**src/rtl/rr_arbiter8.sv**
```systemverilog
// rr_arbiter8: eight-way round-robin arbiter with bounded grant hold.
// Registered grant index, one-hot grant, valid and forced-revoke pulse.
module rr_arbiter8 #(
  parameter int unsigned HOLD_MAX = 16
) (
  input  logic       clk,
  input  logic       rst_n,
  input  logic [7:0] req,
  output logic [7:0] gnt,
  output logic [2:0] gnt_idx,
  output logic       gnt_valid,
  output logic       timeout
);

  localparam logic [7:0] HOLD_LAST = 8'(HOLD_MAX - 1);

  typedef enum logic {
    IDLE,
    GRANT
  } state_t;

  state_t     state;
  logic [2:0] ptr;
  logic [7:0] hold;
  logic [2:0] pick;
  logic [2:0] cand;
  logic       any;

  // Walk from the farthest slot back to ptr so the nearest request wins.
  always_comb begin
    pick = ptr;
    cand = ptr;
    any  = 1'b0;
    for (int i = 7; i >= 0; i--) begin
      cand = ptr + 3'(i);
      if (req[cand]) begin
        pick = cand;
        any  = 1'b1;
      end
    end
  end

  always_ff @(posedge clk) begin
    if (!rst_n) begin
      state     <= IDLE;
      ptr       <= 3'd0;
      hold      <= 8'd0;
      gnt       <= 8'h00;
      gnt_idx   <= 3'd0;
      gnt_valid <= 1'b0;
      timeout   <= 1'b0;
    end else begin
      timeout <= 1'b0;
      unique case (state)
        IDLE: begin
          if (any) begin
            state     <= GRANT;
            gnt_idx   <= pick;
            gnt       <= 8'b1 << pick;
            gnt_valid <= 1'b1;
            hold      <= 8'd0;
          end
        end
        GRANT: begin
          if (!req[gnt_idx] || hold == HOLD_LAST) begin
            state     <= IDLE;
            ptr       <= gnt_idx + 3'd1;
            hold      <= 8'd0;
            gnt       <= 8'h00;
            gnt_idx   <= 3'd0;
            gnt_valid <= 1'b0;
            timeout   <= req[gnt_idx];
          end else begin
            hold <= hold + 8'd1;
          end
        end
      endcase
    end
  end

endmodule

```
**config.mk**
```make
export PLATFORM = sky130hd
export DESIGN_NAME = rr_arbiter8
export DESIGN_NICKNAME = d
export VERILOG_FILES = /design/src/rtl/rr_arbiter8.sv
export SDC_FILE = /design/constraint.sdc
export NUM_CORES = 1
export LEC_CHECK = 0
export ABC_AREA = 1
export CAP_MARGIN = 30
export CORE_UTILIZATION = 46
export CTS_BUF_LIST = sky130_fd_sc_hd__clkbuf_16
export DETAILED_ROUTE_END_ITERATION = 10
export PLACE_DENSITY = 0.75
export SLEW_MARGIN = 20
export SYNTH_ARGS = -nofsm -noshare
export SYNTH_HDL_FRONTEND = slang
export SYNTH_SLANG_ARGS = --single-unit
```
**constraint.sdc**
```tcl
create_clock -name clk -period 3.61 [get_ports clk]
set_input_delay 0.5415 -clock clk [delete_from_list [all_inputs] [get_ports clk]]
set_output_delay 0.5415 -clock clk [all_outputs]
set_load 0.005 [all_outputs]
```
==> results.json <==
{
  "switching_share": 0.507,
  "async_reset_ff_frac": 0,
  "wl_um": 4470,
  "nFillCells": 415,
  "crit_path_frequent_cell": "nand2_1",
  "grt.total_usage": 0.238,
  "synth-seq-cells": 25,
  "rsz0062_at_grt": "no",
  "synth-edff-count": 0,
  "grt_pass1_wl_um": 8170,
  "p_total_w": 0.00186,
  "clk_pin_slew_ns": 0.06,
  "cts_hold_buffers": 0,
  "seqCellArea_um2": 500,
  "crit_family": "simple AND/OR/NAND/NOR gates",
  "die-area_um2": 4480,
  "multiInputGateArea_um2": 1230,
  "finalInstanceArea_um2": 2260,
  "post-cts-setup-buffers": 0,
  "synth.avg_cell_area_um2": 6.43,
  "synth-seq-area-share": 0.258,
  "die_w_um": 67.0,
  "pwr-share-clk": 0.132,
  "io_pins": 23,
  "drtIter0Drc": 104,
  "area_growth_pct": 16.6,
  "hold_path.class": "flip-flop to flip-flop",
  "grt_max_degree": 15,
  "slowest_stage": "dfxtp_1",
  "period_share": 0.798,
  "clockBufferDepth": 2,
  "floorplan.initialDensity": 0.482,
  "drcViolationCount": 0,
  "layout.cells.non_filler": 374,
  "clk_latency_ns": 0.26,
  "cp.required_ns": 3.76,
  "overflow": 0,
  "cp_cell_sequence": "inv_2 -> ha_1 -> inv_1 -> nand3_1 -> nand3_1 -> nand2_1 -> inv_2 -> o21ai_1 -> nand2_1 -> nand2_1 -> nand2_1 -> nand2_1 -> nand2_2 -> clkinv_1 -> nand3_1 -> nor2_1 -> nor2_1 -> nor2_1",
  "synth_ff_type": "dfxtp_1",
  "num_vias": 1916,
  "synth.distinct_cells": 32,
  "cp.arrival_ns": 3.03,
  "period_minus_slack_ns": 2.88,
  "cp-start-kind": "flip-flop",
  "via_per_inst": 5.12,
  "cp_max_fo": 9,
  "relSlewSlack": 0.623,
  "yosys_warnings": 0,
  "finalNetCount": 339,
  "r2r_slack_ns": 0.73,
  "synthTopCellsByCount": "nand2_1, nor2_1, inv_1, nand3_1, dfxtp_1",
  "grt_pass1_vias": 1870,
  "synthCells": 302,
  "yosysMostFrequentCell": "nand2_1",
  "drv_slew": 0,
  "hpwl_um": 3440,
  "intPower_w": 0.000917,
  "die_h_um": 67.0,
  "max_clock_freq_mhz": 347,
  "synth_nets": 316,
  "end_kind": "flip-flop",
  "tns_ns": 0,
  "rows": 23,
  "syn_area_um2": 1940,
  "status": "finished, final reports clean",
  "wl_per_cell_um": 11.9,
  "drtAntennaViolNets": 0,
  "power_frac_comb": 0.652,
  "synth_top_cell_by_area": "dfxtp_1",
  "hold_slack_ns": 0.455,
  "core_um2": 4030,
  "post_dp_cell_area_um2": 2180,
  "antenna_found_initial": 0,
  "cts_buffers": 3,
  "clock-sinks": 25,
  "leakagePower_nw": 0.990,
  "dp.cells": 370,
  "path_buf_inv": 4,
  "post_cts_resized": 0,
  "root_buffer": "clkbuf_16",
  "max_cap_violations": 0,
  "yosys.area.top_type_share": 0.258,
  "drt_first_pass_iters": 4,
  "worst_slew_pin_slew_ns": 0.563,
  "critPathKind": "flip-flop to flip-flop",
  "cpPeakStageDelay_ns": 0.60,
  "hold_viol_final": 0,
  "n_antenna_cell": 0,
  "synthTopCellsByArea": "dfxtp_1, nand2_1, nand3_1",
  "powerDensity_nw_per_um2": 822,
  "setup_viol": 0,
  "pwr-share-seq": 0.216,
  "ir_drop_uv": 419,
  "skew_ns": 0.00189,
  "cts_tree": "built",
  "p_switching_w": 0.000944,
  "place_congestion": 0.942,
  "drive_gt1_frac": 0.176,
  "cts.htree.levels": 1,
  "io_buffers": 22
}
-- sequential cells by signal (all words and copies together), names as in the netlist --
register / flops
hold: 8
gnt: 8
gnt_valid: 1
timeout: 1
ptr: 3
state: 1
gnt_idx: 3
-- power by group through the flow --
| stage | combinational [W] | clock (W) | sequential, W |
|---|---|---|---|
| after global routing | 0.00138 | 0.000265 | 0.000411 |
| after floorplan | 0.000992 | 0 | 0.000376 |
| final | 0.00121 | 0.000245 | 0.000402 |
| after detailed placement | 0.00120 | 0 | 0.000407 |
| after CTS | 0.00121 | 0.000249 | 0.000401 |
| after global placement | 0.00119 | 0 | 0.000406 |
-- layout by cell type, fill, tap and decap left out, drive strengths merged --
cell type | synthesis | routed
nand2 | 96 | 96
nor2 | 51 | 51
nand3 | 41 | 41
inv | 40 | 40
dfxtp | 25 | 25
clkdlybuf4s50 | 0 | 22
a21oi | 13 | 13
o21ai | 10 | 10
ha | 4 | 4
xnor2 | 3 | 3
o22ai | 3 | 3
clkbuf | 1 | 3
clkinv | 2 | 3
a31oi | 2 | 2
a221oi | 2 | 2
and2 | 1 | 1
xor2 | 1 | 1
nor3 | 1 | 1
o31ai | 1 | 1
o32ai | 1 | 1
buf | 4 | 1
-- stage by stage --
stage	utilization	worst slack, ns
3_3_place_gp	0.542	0.811
6_report	0.561	0.730
4_1_cts	0.561	0.779
3_5_place_dp	0.542	0.790
5_1_grt	0.561	0.494
2_1_floorplan	-	1.28
-- area by class of cell --
type,count,area share
multi-input combinational,230,0.544
sequential,25,0.221
timing repair buffer,23,0.101
inverter,42,0.0708
clock buffer,3,0.0332
tap,50,0.0277
clock inverter,1,0.00221
-- metal layers --
layer  vias to the layer above  share of wire  GRT usage
met5                         -              0          0
met4                         0          0.021     0.0984
met3                         8          0.035     0.0223
met2                        42           0.47      0.410
met1                       858           0.47      0.299
li1                       1008              -          -
-- cells by family (layout without fill, tap and decap cells) --
kind of cell,Yosys count,after routing,share of synthesized area
AND/OR/NAND/NOR,190,190,0.483
flip-flops,25,25,0.258
XOR/XNOR,4,4,0.0181
buffers and inverters,47,69,0.108
adder cells (fa/ha/maj),4,4,0.0258
AO/OA/AOI/OAI,32,32,0.108
-- path summary, 6_finish.rpt --
check / start / endpoint / cells after the start
min reg2reg: gnt_valid / gnt_valid / 2
min: gnt_valid / gnt_valid / 2
max reg2reg: ptr[1] / gnt[0] / 18
max: ptr[1] / gnt[0] / 18
-- worst reg2reg max path, cell delays in order, from the launching register on --
cell and delay, ns:
dfxtp_1 0.60, inv_2 0.21, ha_1 0.41, inv_1 0.23
nand3_1 0.14, nand3_1 0.16, nand2_1 0.12, inv_2 0.08
o21ai_1 0.07, nand2_1 0.07, nand2_1 0.07, nand2_1 0.06
nand2_1 0.05, nand2_2 0.10, clkinv_1 0.11, nand3_1 0.12
nor2_1 0.06, nor2_1 0.08, nor2_1 0.04
(Power assumes the default switching activity.)
